===== config.mk =====
export PLATFORM = sky130hd
export DESIGN_NAME = rom_rd_mport
export DESIGN_NICKNAME = d
export VERILOG_FILES = /design/src/rtl/rom_rd_mport.sv
export SDC_FILE = /design/constraint.sdc
export NUM_CORES = 1
export LEC_CHECK = 0
export BUFFER_PORTS_ARGS = -buffer_cell sky130_fd_sc_hd__buf_4
export CORE_MARGIN = 3
export CORE_UTILIZATION = 25
export CTS_CLUSTER_SIZE = 8
export DETAILED_ROUTE_END_ITERATION = 8
export SLEW_MARGIN = 20
export SYNTH_ARGS = -nofsm -noshare
export SYNTH_HDL_FRONTEND = slang
export SYNTH_SLANG_ARGS = --single-unit

===== constraint.sdc =====
create_clock -name clk_i -period 2.3 [get_ports clk_i]
set_input_delay 0.115 -clock clk_i [delete_from_list [all_inputs] [get_ports clk_i]]
set_output_delay 0.115 -clock clk_i [all_outputs]
set_load 0.005 [all_outputs]

===== src/rtl/rom_rd_mport.sv =====
// Multi-channel read front-end: round-robin arbitration of N_CH address streams onto one
// single-port ROM, with a credit-controlled response FIFO per channel.
module rom_rd_mport #(
    parameter int unsigned N_CH      = 4,
    parameter int unsigned W_DATA    = 13,
    parameter int unsigned W_ADDR    = 12,
    parameter int unsigned RD_LAT    = 1,
    parameter int unsigned BUF_DEPTH = 3
) (
    input  logic                   clk_i,
    input  logic                   rst_ni,
    input  logic [N_CH-1:0]        addr_valid_i,
    output logic [N_CH-1:0]        addr_ready_o,
    input  logic [N_CH*W_ADDR-1:0] addr_data_i,
    output logic [N_CH-1:0]        data_valid_o,
    input  logic [N_CH-1:0]        data_ready_i,
    output logic [N_CH*W_DATA-1:0] data_o,
    output logic                   rom_en_o,
    output logic [W_ADDR-1:0]      rom_addr_o,
    input  logic [W_DATA-1:0]      rom_data_i
);
    localparam int unsigned PTR_W = (N_CH > 1) ? $clog2(N_CH) : 1;
    localparam int unsigned CNT_W = $clog2(BUF_DEPTH + 1);
    localparam int unsigned IDX_W = (BUF_DEPTH > 1) ? $clog2(BUF_DEPTH) : 1;
    localparam logic [CNT_W-1:0] CNT_MAX  = CNT_W'(BUF_DEPTH);
    localparam logic [IDX_W-1:0] IDX_LAST = IDX_W'(BUF_DEPTH - 1);
    localparam logic [PTR_W-1:0] PTR_LAST = PTR_W'(N_CH - 1);

    logic                run_q;
    logic [PTR_W-1:0]    rr_ptr_q, rr_ptr_d;
    logic [CNT_W-1:0]    cnt_q    [N_CH];
    logic [CNT_W-1:0]    cnt_d    [N_CH];
    logic [CNT_W-1:0]    occ_q    [N_CH];
    logic [CNT_W-1:0]    occ_d    [N_CH];
    logic [IDX_W-1:0]    wr_ptr_q [N_CH];
    logic [IDX_W-1:0]    wr_ptr_d [N_CH];
    logic [IDX_W-1:0]    rd_ptr_q [N_CH];
    logic [IDX_W-1:0]    rd_ptr_d [N_CH];
    logic [W_DATA-1:0]   mem_q    [N_CH][BUF_DEPTH];
    logic                tag_vld_q [RD_LAT];
    logic [PTR_W-1:0]    tag_id_q  [RD_LAT];
    logic [N_CH-1:0]     elig, push, pop;
    logic                gnt_any;
    logic [PTR_W-1:0]    gnt_id, cand;

    function automatic logic [IDX_W-1:0] idx_inc(input logic [IDX_W-1:0] p);
        return (p == IDX_LAST) ? '0 : p + IDX_W'(1);
    endfunction

    // Eligibility uses only registered credits, so data_ready never reaches addr_ready.
    always_comb begin
        elig = '0;
        for (int i = 0; i < N_CH; i++) begin
            elig[i] = run_q && addr_valid_i[i] && (cnt_q[i] < CNT_MAX);
        end
    end

    // Round-robin: scan downward so the candidate closest to rr_ptr wins.
    always_comb begin
        gnt_any = 1'b0;
        gnt_id  = '0;
        cand    = '0;
        for (int k = int'(N_CH) - 1; k >= 0; k--) begin
            cand = PTR_W'((int'(rr_ptr_q) + k) % int'(N_CH));
            if (elig[cand]) begin
                gnt_any = 1'b1;
                gnt_id  = cand;
            end
        end
    end

    always_comb begin
        addr_ready_o = '0;
        rom_en_o     = gnt_any;
        rom_addr_o   = '0;
        rr_ptr_d     = rr_ptr_q;
        if (gnt_any) begin
            addr_ready_o[gnt_id] = 1'b1;
            rom_addr_o           = addr_data_i[gnt_id*W_ADDR +: W_ADDR];
            rr_ptr_d             = (gnt_id == PTR_LAST) ? '0 : gnt_id + PTR_W'(1);
        end
    end

    // Response side: head of each FIFO is presented; data is zero while empty.
    always_comb begin
        data_valid_o = '0;
        data_o       = '0;
        for (int i = 0; i < N_CH; i++) begin
            if (occ_q[i] != '0) begin
                data_valid_o[i]              = 1'b1;
                data_o[i*W_DATA +: W_DATA]   = mem_q[i][rd_ptr_q[i]];
            end
        end
    end

    always_comb begin
        push = '0;
        pop  = '0;
        for (int i = 0; i < N_CH; i++) begin
            push[i]     = tag_vld_q[RD_LAT-1] && (tag_id_q[RD_LAT-1] == PTR_W'(i));
            pop[i]      = data_valid_o[i] && data_ready_i[i];
            cnt_d[i]    = cnt_q[i];
            occ_d[i]    = occ_q[i];
            wr_ptr_d[i] = push[i] ? idx_inc(wr_ptr_q[i]) : wr_ptr_q[i];
            rd_ptr_d[i] = pop[i]  ? idx_inc(rd_ptr_q[i]) : rd_ptr_q[i];
            if (addr_ready_o[i] && !pop[i]) begin
                cnt_d[i] = cnt_q[i] + CNT_W'(1);
            end else if (!addr_ready_o[i] && pop[i]) begin
                cnt_d[i] = cnt_q[i] - CNT_W'(1);
            end
            if (push[i] && !pop[i]) begin
                occ_d[i] = occ_q[i] + CNT_W'(1);
            end else if (!push[i] && pop[i]) begin
                occ_d[i] = occ_q[i] - CNT_W'(1);
            end
        end
    end

    // run_q holds off grants until the first edge after reset release.
    always_ff @(posedge clk_i or negedge rst_ni) begin
        if (!rst_ni) begin
            run_q    <= 1'b0;
            rr_ptr_q <= '0;
            for (int i = 0; i < N_CH; i++) begin
                cnt_q[i]    <= '0;
                occ_q[i]    <= '0;
                wr_ptr_q[i] <= '0;
                rd_ptr_q[i] <= '0;
            end
            for (int s = 0; s < RD_LAT; s++) begin
                tag_vld_q[s] <= 1'b0;
                tag_id_q[s]  <= '0;
            end
        end else begin
            run_q    <= 1'b1;
            rr_ptr_q <= rr_ptr_d;
            for (int i = 0; i < N_CH; i++) begin
                cnt_q[i]    <= cnt_d[i];
                occ_q[i]    <= occ_d[i];
                wr_ptr_q[i] <= wr_ptr_d[i];
                rd_ptr_q[i] <= rd_ptr_d[i];
            end
            tag_vld_q[0] <= gnt_any;
            tag_id_q[0]  <= gnt_id;
            for (int s = 1; s < RD_LAT; s++) begin
                tag_vld_q[s] <= tag_vld_q[s-1];
                tag_id_q[s]  <= tag_id_q[s-1];
            end
        end
    end

    always_ff @(posedge clk_i) begin
        for (int i = 0; i < N_CH; i++) begin
            if (push[i]) begin
                mem_q[i][wr_ptr_q[i]] <= rom_data_i;
            end
        end
    end

    // Credits make a write into a full FIFO impossible.
    always_ff @(posedge clk_i) begin
        for (int i = 0; i < N_CH; i++) begin
            assert (!(rst_ni && push[i] && (occ_q[i] == CNT_MAX)));
        end
    end
endmodule


==> flow_metrics.env <==
export IMPL_io_buffers=143
export IMPL_critPathKind="flop to output pin"
export IMPL_synth_area_um2=8900
export IMPL_synth_top_area_share=0.526
export IMPL_layout_setup_ws_ps=-113
export IMPL_p_per_area_nw_per_um2=1190
export IMPL_hold_viol=0
export IMPL_dp_cells=1316
export IMPL_cts_sink_count=194
export IMPL_synthArstFlopShare=0.196
export IMPL_slowest_delay_ps=460
export IMPL_regToRegSetupSlack_ps=40
export IMPL_dr_first_iter_drc_count=475
export IMPL_path_cells="buf_6 -> buf_4 -> nand4_1 -> buf_6 -> buf_6 -> and3_1 -> a211oi_2 -> o211ai_2 -> buf_4"
export IMPL_finalCriticalPeriod_ps=2410
export IMPL_required_ps=2180
export IMPL_synth_cell_types=48
export IMPL_grt_max_degree=39
export IMPL_initial_core_util=0.256
export IMPL_outcome="finished, violations left"
export IMPL_syn_to_final_growth_pct=34.5
export IMPL_post_place_ws_ps=28.9
export IMPL_postSynthCellCount=720
export IMPL_yosys_top_cells_area="edfxtp_1 53%, dfrtp_1 11%, mux2i_1 5.8%"
export IMPL_cp_max_fo=6
export IMPL_clkTransAtPathRegs_ps=80
export IMPL_slowest_stage="dfrtp_2"
export IMPL_drive_gt1_frac=0.340
export IMPL_reg2reg_to="cnt_q[7]"
export IMPL_vias=6430
export IMPL_min_to="mem_q[3][24]"
export IMPL_instances_no_fill=1387
export IMPL_overflow=0
export IMPL_min_path_type="input pin to flop"
export IMPL_gp_congestion=0.836
export IMPL_die_area_um2=37900
export IMPL_timing_fmax_mhz=414
export IMPL_fillers=3408
export IMPL_track_usage=0.122
export IMPL_cts_buffers=17
export IMPL_hpwl_um=15800
export IMPL_yosysWarnings=0
export IMPL_clockBufferDepth=2
export IMPL_worstSetupEndpointType="output pin"
export IMPL_die_w_um=195
export IMPL_multi_input_area_um2=3260
export IMPL_synth_top_cell_by_area="edfxtp_1"
export IMPL_skew_ps=14.7
export IMPL_violations="setup timing"
export IMPL_vias_per_cell=4.64
export IMPL_hp_start="rom_data_i[11]"
export IMPL_cts_tree="done"
export IMPL_whs_ps=11.3
export IMPL_arrival_ps=2300
export IMPL_ys_ff_latch=194
export IMPL_worstHoldPathCells=1
export IMPL_core_area_um2=34800
export IMPL_antenna_found_initial=0
export IMPL_seq_area_um2=5640
export IMPL_power_w=0.0142
export IMPL_grt_pass1_vias=6274
export IMPL_cts_max_level=4
export IMPL_tightestPinTransition_ps=698
export IMPL_setup_viol=12
export IMPL_synth_flop_cell="edfxtp_1"
export IMPL_avgSynthCellArea_um2=12.4
export IMPL_die_y_um=195
export IMPL_wl_per_cell_um=17.3
export IMPL_start_kind="flop"
export IMPL_rows=68
export IMPL_final_max_slew_viol_count=0
export IMPL_crit_top_cell="buf_6"
export IMPL_syn_nets=799
export IMPL_drt_pass1_iterations=5
export IMPL_antennaDiodeCount=0
export IMPL_worstSkewPairLatency_ps=440
export IMPL_p_leak_nw=4.65
export IMPL_r2r_start="run_q"
export IMPL_grt_pass1_wl_um=36200
export IMPL_drc_errors=0
export IMPL_fin_nets=998
export IMPL_relSlewSlack=0.534
export IMPL_yosysSeqAreaShare=0.633
export IMPL_top_level_ports=144
export IMPL_root_buffer="clkbuf_16"
export IMPL_fin_crit_sh=1.05
export IMPL_rsz0062_at_grt="true"
export IMPL_ir_drop_mv=0.496
export IMPL_drt_total_wl_um=24000
export IMPL_worstRegToRegCells=11
export IMPL_synth_edf_count=156
export IMPL_postRouteAntennaNets=0
export IMPL_drv_cap=0
[worst max-delay path by stage]
stage | depth (start not counted) | startpoint | end | slack, ps
finish | 9 | run_q | rom_addr_o[2] | -110
CTS | 8 | run_q | rom_addr_o[7] | -70
detailed placement | 6 | cnt_q[4] | rom_addr_o[2] | 30
global route | 9 | rr_ptr_q[0] | rom_addr_o[0] | -180
floorplan | 2 | tag_id_q[1] | mem_q[0][26] | -3
global placement | 8 | cnt_q[4] | cnt_q[7] | 150
[cell families (layout without fill, tap and decap cells)]
logic type	after synthesis	count (layout)	share of synthesized area
AOI/OAI and AO/OA	159	159	0.121
xor gates and xnor gates	24	24	0.0236
adders and majority gates	8	8	0.0112
buffers and inverters	60	272	0.0322
DFF	194	194	0.633
muxes	56	56	0.0635
other	1	1	0.000421
and+or+nand+nor	218	218	0.116
[stage by stage]
| stage | utilization | area, um2 | setup TNS, ps |
|---|---|---|---|
| detailed placement | 0.307 | 10700 | 0 |
| global route | 0.344 | 12000 | -2130 |
| floorplan | - | 8910 | -32.8 |
| finish | 0.344 | 12000 | -839 |
| CTS | 0.340 | 11800 | -654 |
| global placement | 0.307 | 10700 | 0 |
[cell type report]
class                   instances  area share
clock inverters                14      0.0135
inverters                      12     0.00376
repair buffers                228       0.157
clock buffers                  18      0.0358
multi-input cells             466       0.272
well taps                     455      0.0475
flip-flops and latches        194       0.471
[critical path, delay by kind of cell, from the launching register on]
family	cells	cell delay, ps
AOI/OAI and AO/OA	2	450
buffers and inverters	5	650
DFF	1	460
and+or+nand+nor	2	310
[flip-flops by register name, indices dropped and copies added (netlist names)]
register,cells
cnt_q,8
mem_q,156
occ_q,8
rd_ptr_q,8
rr_ptr_q,2
run_q,1
tag_id_q,2
tag_vld_q,1
wr_ptr_q,8
[cells in the mapped netlist, types with 3 or more instances]
cell / n
mux2_2: 4
ha_1: 8
nor2b_1: 4
a21boi_0: 12
o21ai_0: 26
xnor2_1: 8
nand2_1: 17
clkbuf_1: 30
and3_1: 12
buf_6: 3
o211ai_2: 9
nor3_1: 7
buf_2: 12
nor3b_1: 18
dfrtp_1: 38
o211ai_1: 3
xor2_1: 16
a21oi_1: 54
nor2_1: 130
nand4_1: 17
o22ai_1: 14
mux2i_1: 52
o2111ai_1: 12
edfxtp_1: 156
inv_1: 11
a211oi_1: 12
a21o_1: 10
[report_power, final]
part           leakage, nW  internal [W]  switching [W]
Clock                0.284       0.00147        0.00142
Sequential            1.87       0.00448       0.000358
Combinational         2.50       0.00311        0.00338
[layer usage]
| layer | up-vias | routed length (um) | global-route usage |
|---|---|---|---|
| met2 | 184 | 11900 | 0.201 |
| met1 | 3152 | 10500 | 0.163 |
| met5 | - | 0 | 0 |
| met3 | 37 | 1060 | 0.0231 |
| li1 | 3057 | - | - |
| met4 | 0 | 527 | 0.0420 |
[repair_timing]
item | in CTS | in global routing
gates resized for setup | 55 | 29
endpoints found under the setup margin | 12 | 30
endpoints found under the hold margin | 94 | 2
hold buffers | 10 | 1
buffers inserted | 16 | 7
gates cloned | 3 | 3
pin swaps | 4 | 24
[placed cells by master, fill, tap and decap left out, types with 7 or more instances in the layout]
master and n:
a21o_1 10, a21oi_1 53, and3_1 10, buf_4 202, buf_6 7, clkbuf_16 19
dfrtp_1 34, dlygate4sd3_1 11, edfxtp_1 156, inv_1 10, mux2i_1 52, nand2_1 13
nand4_1 17, nor2_1 124, nor3_1 7, nor3b_1 15, o2111ai_1 7, o211ai_2 9
o21ai_0 26, o22ai_1 12, xnor2_1 8, xor2_1 16
Power figures use the tool's default switching activity.
